$ cat src/rtl/mavg_pkg.sv
// Shared widths and the stage-1 pipeline record for the multi-channel moving-average filter.
package mavg_pkg;

  // Stage-1 record is sized for the widest supported configuration.
  localparam int STAGE_DATA_MAX = 32;
  localparam int STAGE_CH_MAX   = 4;

  function automatic int acc_width(input int data_width, input int max_wind_width);
    return data_width + max_wind_width;
  endfunction

  function automatic int ch_width(input int num_ch);
    return (num_ch <= 1) ? 1 : $clog2(num_ch);
  endfunction

  typedef struct packed {
    logic [STAGE_DATA_MAX-1:0] data;
    logic [STAGE_CH_MAX-1:0]   ch;
    logic                      full;   // slot being overwritten held a live sample
    logic                      emit;   // window complete after this write
    logic                      valid;
  } stage1_t;

endpackage

$ cat src/rtl/mavg_sample_ram.sv
// Single-port, read-first sample store; the read port updates only when enabled.
module mavg_sample_ram #(
  parameter int DATA_WIDTH = 16,
  parameter int DEPTH      = 128,
  parameter int ADDR_W     = 7
) (
  input  logic                  clk,
  input  logic                  ce,
  input  logic                  we,
  input  logic [ADDR_W-1:0]     addr,
  input  logic [DATA_WIDTH-1:0] wdata,
  output logic [DATA_WIDTH-1:0] rdata
);

  logic [DATA_WIDTH-1:0] mem [DEPTH];

  always_ff @(posedge clk) begin
    if (ce) begin
      rdata <= mem[addr];
      if (we) mem[addr] <= wdata;
    end
  end

endmodule

$ cat src/rtl/mavg_filter_mc.sv
// Time-multiplexed per-channel moving average over a 2^w window with a 2-cycle,
// globally stalled pipeline: accept/RAM -> accumulate -> round, shift and present.
module mavg_filter_mc
  import mavg_pkg::*;
#(
  parameter int  NUM_CH         = 4,
  parameter int  DATA_WIDTH     = 16,
  parameter int  MAX_WIND_WIDTH = 5,
  parameter int  SIGNED         = 0,
  localparam int CH_W           = ch_width(NUM_CH),
  localparam int WS_W           = $clog2(MAX_WIND_WIDTH + 1)
) (
  input  logic                  clk,
  input  logic                  reset,
  input  logic                  clear,
  input  logic [WS_W-1:0]       wind_sel,
  input  logic                  round_en,
  input  logic                  s_valid,
  output logic                  s_ready,
  input  logic [DATA_WIDTH-1:0] s_data,
  input  logic [CH_W-1:0]       s_ch,
  output logic                  m_valid,
  input  logic                  m_ready,
  output logic [DATA_WIDTH-1:0] m_data,
  output logic [CH_W-1:0]       m_ch,
  output logic                  err_ch
);

  localparam int ACC_W  = acc_width(DATA_WIDTH, MAX_WIND_WIDTH);
  localparam int PTR_W  = MAX_WIND_WIDTH;
  localparam int FILL_W = MAX_WIND_WIDTH + 1;
  localparam int DEPTH  = NUM_CH << PTR_W;
  localparam int RAM_AW = $clog2(DEPTH);

  function automatic logic [WS_W-1:0] clamp_w(input logic [WS_W-1:0] w);
    if (int'(w) > MAX_WIND_WIDTH) return WS_W'(MAX_WIND_WIDTH);
    return w;
  endfunction

  function automatic logic [ACC_W-1:0] extend(input logic [DATA_WIDTH-1:0] x);
    if (SIGNED != 0) return ACC_W'($signed(x));
    return ACC_W'(x);
  endfunction

  // One guard bit keeps the rounding offset from wrapping a full-scale sum.
  function automatic logic [DATA_WIDTH-1:0] average(input logic [ACC_W-1:0] a,
                                                    input logic [WS_W-1:0]  w,
                                                    input logic             rnd);
    logic signed [ACC_W:0] sum;
    logic signed [ACC_W:0] res;
    sum = (SIGNED != 0) ? {a[ACC_W-1], a} : {1'b0, a};
    if (rnd && w != '0) sum = sum + ((ACC_W+1)'(1) << (w - 1'b1));
    if (SIGNED != 0) res = sum >>> w;
    else             res = $signed($unsigned(sum) >> w);
    return res[DATA_WIDTH-1:0];
  endfunction

  logic [WS_W-1:0]       w_q;
  logic [PTR_W-1:0]      ptr_q  [NUM_CH];
  logic [FILL_W-1:0]     fill_q [NUM_CH];
  logic [ACC_W-1:0]      acc_q  [NUM_CH];

  stage1_t               s1_p1;
  logic [ACC_W-1:0]      acc_p2;
  logic [CH_W-1:0]       ch_p2;
  logic                  vld_p2;

  logic                  en, accept, ch_ok, wr;
  logic [FILL_W-1:0]     win_size;
  logic [PTR_W-1:0]      ptr_mask;
  logic [PTR_W-1:0]      cur_ptr;
  logic [FILL_W-1:0]     cur_fill;
  logic [ACC_W-1:0]      cur_acc, acc_new;
  logic [DATA_WIDTH-1:0] old_data;
  logic                  unused_p1;

  assign en       = !m_valid || m_ready;
  assign s_ready  = en && !clear;
  assign ch_ok    = int'(s_ch) < NUM_CH;
  assign accept   = s_valid && s_ready && !reset;
  assign wr       = accept && ch_ok;
  assign win_size = FILL_W'(1) << w_q;
  assign ptr_mask = PTR_W'(win_size - 1'b1);
  assign unused_p1 = ^s1_p1;

  always_comb begin
    cur_ptr  = '0;
    cur_fill = '0;
    cur_acc  = '0;
    for (int i = 0; i < NUM_CH; i++) begin
      if (s_ch == CH_W'(i)) begin
        cur_ptr  = ptr_q[i];
        cur_fill = fill_q[i];
      end
      if (s1_p1.ch[CH_W-1:0] == CH_W'(i)) cur_acc = acc_q[i];
    end
    acc_new = cur_acc + extend(s1_p1.data[DATA_WIDTH-1:0])
            - (s1_p1.full ? extend(old_data) : '0);
  end

  mavg_sample_ram #(
    .DATA_WIDTH (DATA_WIDTH),
    .DEPTH      (DEPTH),
    .ADDR_W     (RAM_AW)
  ) u_ram (
    .clk   (clk),
    .ce    (wr),
    .we    (wr),
    .addr  (RAM_AW'({s_ch, cur_ptr})),
    .wdata (s_data),
    .rdata (old_data)
  );

  // Stage 0: per-channel pointer/fill bookkeeping at accept; accumulators retire in stage 2.
  always_ff @(posedge clk) begin
    if (reset || clear) begin
      w_q <= clamp_w(wind_sel);
      for (int i = 0; i < NUM_CH; i++) begin
        ptr_q[i]  <= '0;
        fill_q[i] <= '0;
        acc_q[i]  <= '0;
      end
    end else begin
      for (int i = 0; i < NUM_CH; i++) begin
        if (wr && s_ch == CH_W'(i)) begin
          ptr_q[i] <= (ptr_q[i] + 1'b1) & ptr_mask;
          if (fill_q[i] < win_size) fill_q[i] <= fill_q[i] + 1'b1;
        end
        if (en && s1_p1.valid && s1_p1.ch[CH_W-1:0] == CH_W'(i)) acc_q[i] <= acc_new;
      end
    end
  end

  // Stage 1: accepted sample plus the fill state seen at accept.
  always_ff @(posedge clk) begin
    if (reset || clear) begin
      s1_p1.valid <= 1'b0;
    end else if (en) begin
      s1_p1.valid <= wr;
      s1_p1.data  <= STAGE_DATA_MAX'(s_data);
      s1_p1.ch    <= STAGE_CH_MAX'(s_ch);
      s1_p1.full  <= (cur_fill == win_size);
      s1_p1.emit  <= (cur_fill + 1'b1 >= win_size);
    end
  end

  // Stage 2: updated window sum.
  always_ff @(posedge clk) begin
    if (reset || clear) begin
      vld_p2 <= 1'b0;
    end else if (en) begin
      vld_p2 <= s1_p1.valid && s1_p1.emit;
      acc_p2 <= acc_new;
      ch_p2  <= s1_p1.ch[CH_W-1:0];
    end
  end

  // Output stage: round, divide by the window and present.
  always_ff @(posedge clk) begin
    if (reset) begin
      m_valid <= 1'b0;
      m_data  <= '0;
      m_ch    <= '0;
    end else if (clear) begin
      m_valid <= 1'b0;
    end else if (en) begin
      m_valid <= vld_p2;
      m_data  <= average(acc_p2, w_q, round_en);
      m_ch    <= ch_p2;
    end
  end

  always_ff @(posedge clk) begin
    if (reset || clear)     err_ch <= 1'b0;
    else if (accept && !ch_ok) err_ch <= 1'b1;
  end

endmodule

$ cat config.mk
export PLATFORM = sky130hd
export DESIGN_NAME = mavg_filter_mc
export DESIGN_NICKNAME = d
export VERILOG_FILES = /design/src/rtl/mavg_pkg.sv /design/src/rtl/mavg_sample_ram.sv /design/src/rtl/mavg_filter_mc.sv
export SDC_FILE = /design/constraint.sdc
export NUM_CORES = 2
export LEC_CHECK = 0
export ABC_AREA = 1
export CAP_MARGIN = 20
export CORE_UTILIZATION = 63
export DETAILED_ROUTE_END_ITERATION = 16
export PLACE_DENSITY = 0.79
export SLEW_MARGIN = 5
export SYNTH_ARGS = -nofsm -noshare
export SYNTH_HDL_FRONTEND = slang
export SYNTH_SLANG_ARGS = --single-unit
$ cat constraint.sdc
create_clock -name clk -period 6.8 [get_ports clk]
set_clock_uncertainty 0.05 [all_clocks]
set_input_delay 0.68 -clock clk [delete_from_list [all_inputs] [get_ports clk]]
set_output_delay 0.68 -clock clk [all_outputs]
set_load 0.005 [all_outputs]
==> results by group <==
STA
  – Fin crit share: 75.52%
  – Final Max Tran Viols: 0
  – Slew @ Worst Pin: 1.215 ns
  – Setup TNS: 0 ns
  – FMAX: 194.7 MHz
  – Tmin final: 5.136 ns
  – Setup-failing EPs final: 0
  – Final Hold Slack: 0.2265 ns
  – Slew HR: 19.03%
  – Final Hold Vio Count: 0
  – RSZ-0062 raised after global routing: false

Synthesis
  – Register area share after synthesis: 68.20%
  – Synth unique cells: 51
  – Synth Register Bits: 2259
  – EDFF count, synth: 2238
  – Mean Syn Cell Area: 9.999 um^2
  – Top_reg_cell synth: edfxtp_1
  – Post-synth ARST share: 0%
  – Syn Nets: 10026
  – Cell count after synthesis: 9917
  – Synth warn: 0
  – Mapped Area: 99160 um^2

Flow run
  – Max_cap viols: 0

Worst setup path
  – R2R depth: 17
  – Crit Path Class: reg2reg
  – Crit Path Max Fanout: 10
  – Worst setup EP type: flop
  – R2r startpoint: s1_p1[4]$_DFFE_PP_
  – Crit. Startpoint: s1_p1[4]$_DFFE_PP_
  – WP data required: 7.32 ns
  – CP arrival: 5.66 ns
  – CP Launch Type: flop

Detailed routing
  – Routed wire length per instance: 22.96 um
  – Drt total wl: 280100 um
  – Post-route ant nets: 0
  – Initial drt markers: 10098
  – Total number of vias: 72461
  – Pre-Repair DR Iteration Count: 7
  – Routed vias/inst: 5.941
  – Remaining DRCs: 0

Min path
  – Hold WC Path Type: in2reg
  – Hold Path Depth: 1
  – Min-delay src: s_data[12]

Power
  – Pwr/cell area: 279.8 nW/um^2
  – Pleak: 45.68 nW
  – Clk pwr share: 38.6%
  – Flop pwr share: 50.6%
  – Gate power share: 10.8%
  – Switching share of power: 25.55%
  – Maximum VDD drop: 0.2682 mV
  – Tot Pwr: 0.03059 W
  – Switching power: 0.007816 W
  – Pint: 0.02278 W

Finish
  – Ratio of cells with drive above 1 in the final layout: 6.087%
  – Finished layout cell area: 109300 um^2
  – Layout area overhead: 10.27%
  – Non-filler instance count after layout: 12197
  – Nets: 10061

CTS
  – H-tree Lvls: 4
  – CTS Buffer Depth: 3
  – Post-CTS Hold Buffers: 0
  – Worst-path clk slew: 0.07 ns
  – Clk sinks: 2259
  – CTS tree: done
  – Postcts setup bufs: 0
  – Clk_lat worst skew: 0.88 ns
  – Root buf cell: clkbuf_16
  – Number of cells upsized or downsized after cts: 0
  – Clock buffer count from CTS: 222

Floorplanning
  – Die Width: 398.7 um
  – Die Ht: 398.7 um
  – Core Area: 156200 um^2
  – Starting Density: 63.48%
  – Row cnt: 145
  – Die ar.: 159000 um^2
  – Ports: 48

Global route
  – First-pass GRT wire length: 417500 um
  – Total GRT Usage: 35.24%
  – Initial antenna violation count: 11
  – Vias in the first global route: 69188
  – Pin count of the biggest net entering global routing: 156
  – Remaining global-route overflow: 0

Placement
  – Gpl congestion: 0.9500
  – I/O Buffers: 46
  – Inst Count DP: 11783
  – Hpwl dp: 161700 um
  – Post-placement cell area: 102400 um^2

Outcome
  – Status: finished clean
==> worst paths after layout <==
check	end	slack (ns)
max	acc_q[1][14]$_SDFFCE_PN0P_	1.66
min	u_ram.mem[41][12]$_DFFE_PP_	0.23
max reg2reg	acc_q[1][14]$_SDFFCE_PN0P_	1.66
min reg2reg	m_data[5]$_SDFFE_PP0P_	0.41
==> state kept, by name, summed over array words and instances (netlist names) <==
signal,cells
acc_q,84
w_q,3
fill_q,24
acc_p2,21
u_ram.rdata,16
m_valid,1
vld_p2,1
u_ram.mem,2048
ch_p2,2
s1_p1,21
ptr_q,20
m_data,16
m_ch,2
==> layout by cell type (no fill, tap or decap), types with 11 or more instances in the layout <==
cell type / n
fa_1: 17
dfxtp_1: 21
clkinv_2: 37
clkbuf_1: 43
buf_12: 31
clkdlybuf4s50_1: 30
xor2_1: 29
nand4_1: 18
o21ai_0: 87
nor2_1: 385
clkinv_1: 74
a21boi_0: 13
xnor2_1: 11
nor3_1: 22
nand2_1: 5594
ha_1: 65
clkbuf_16: 224
inv_1: 268
nand3_1: 384
a22o_1: 19
bufinv_16: 13
buf_4: 240
edfxtp_1: 2238
a21oi_1: 120
==> synth_stat cells, types with 13 or more instances <==
master | number | area share [%]
nor3_1 | 22 | 0.11
edfxtp_1 | 2238 | 68
inv_1 | 268 | 1.0
o21ai_0 | 90 | 0.45
clkbuf_1 | 162 | 0.61
fa_1 | 17 | 0.34
dfxtp_1 | 21 | 0.42
nand3_1 | 385 | 1.9
nand2_1 | 5594 | 21
buf_1 | 72 | 0.27
a22o_1 | 19 | 0.17
ha_1 | 65 | 0.82
a21oi_1 | 120 | 0.61
inv_2 | 13 | 0.049
nand4_1 | 18 | 0.11
buf_2 | 246 | 1.2
nor2_1 | 388 | 1.5
a21boi_0 | 13 | 0.098
xor2_1 | 29 | 0.26
==> area by class of cell <==
| class | count | area [um^2] |
|---|---|---|
| flip-flops and latches | 2259 | 67620 |
| inverters | 284 | 1089 |
| diodes | 2 | 5.005 |
| well taps | 2058 | 2575 |
| clock buffers | 267 | 5767 |
| repair buffers | 304 | 2789 |
| clock inverters | 142 | 1157 |
| fillers | 10804 | 46860 |
| multi-input cells | 6881 | 28340 |
==> metal layers <==
layer  global-route usage [%]  up-vias  part of all wire (%)
met3                    7.490      772                    13
met4                    18.23       12                   5.5
met2                    54.24     4972                    45
met1                    47.62    34147                    36
li1                         -    32558                     -
met5                        0        -                 0.025
==> power by group through the flow <==
stage | clock network [W] | logic [W] | registers [W]
final | 0.0118 | 0.00331 | 0.0155
after global routing | 0.0123 | 0.00360 | 0.0155
after CTS | 0.0118 | 0.00323 | 0.0155
after detailed placement | 0 | 0.00320 | 0.0158
after global placement | 0 | 0.00313 | 0.0158
after floorplan | 0 | 0.00202 | 0.0158
==> logic make-up (layout without fill, tap and decap cells) <==
kind of cell,after synthesis,in the layout,share of synthesized area (%)
DFF,2259,2259,68.20
adders and majority gates,82,82,1.163
AOI/OAI and AO/OA,302,302,1.790
and+or+nand+nor,6454,6454,25.17
buffers and inverters,777,997,3.305
other,1,3,0.003782
xor gates and xnor gates,40,40,0.3533
muxes,2,2,0.02019
==> worst max-delay path, cell delays in order, from the launching register on <==
cell,delay [ns]
edfxtp_1,0.58
inv_1,0.10
nor2_1,0.66
buf_4,0.29
a21oi_1,0.07
a21boi_0,0.14
ha_1,0.34
inv_1,0.04
ha_1,0.20
fa_1,0.47
nand3_1,0.09
nand2_1,0.16
a21boi_0,0.33
o21ai_0,0.25
a31oi_1,0.29
o21ai_0,0.15
xnor2_1,0.53
nor2_1,0.08
==> through the flow <==
stage / util (%) / worst slack, ns
floorplan: - / 0.6373
global placement: 65.52 / 1.064
detailed placement: 65.52 / 1.130
CTS: 69.96 / 1.703
global route: 70.00 / 1.427
finish: 70.00 / 1.664
Power figures use the tool's default switching activity.
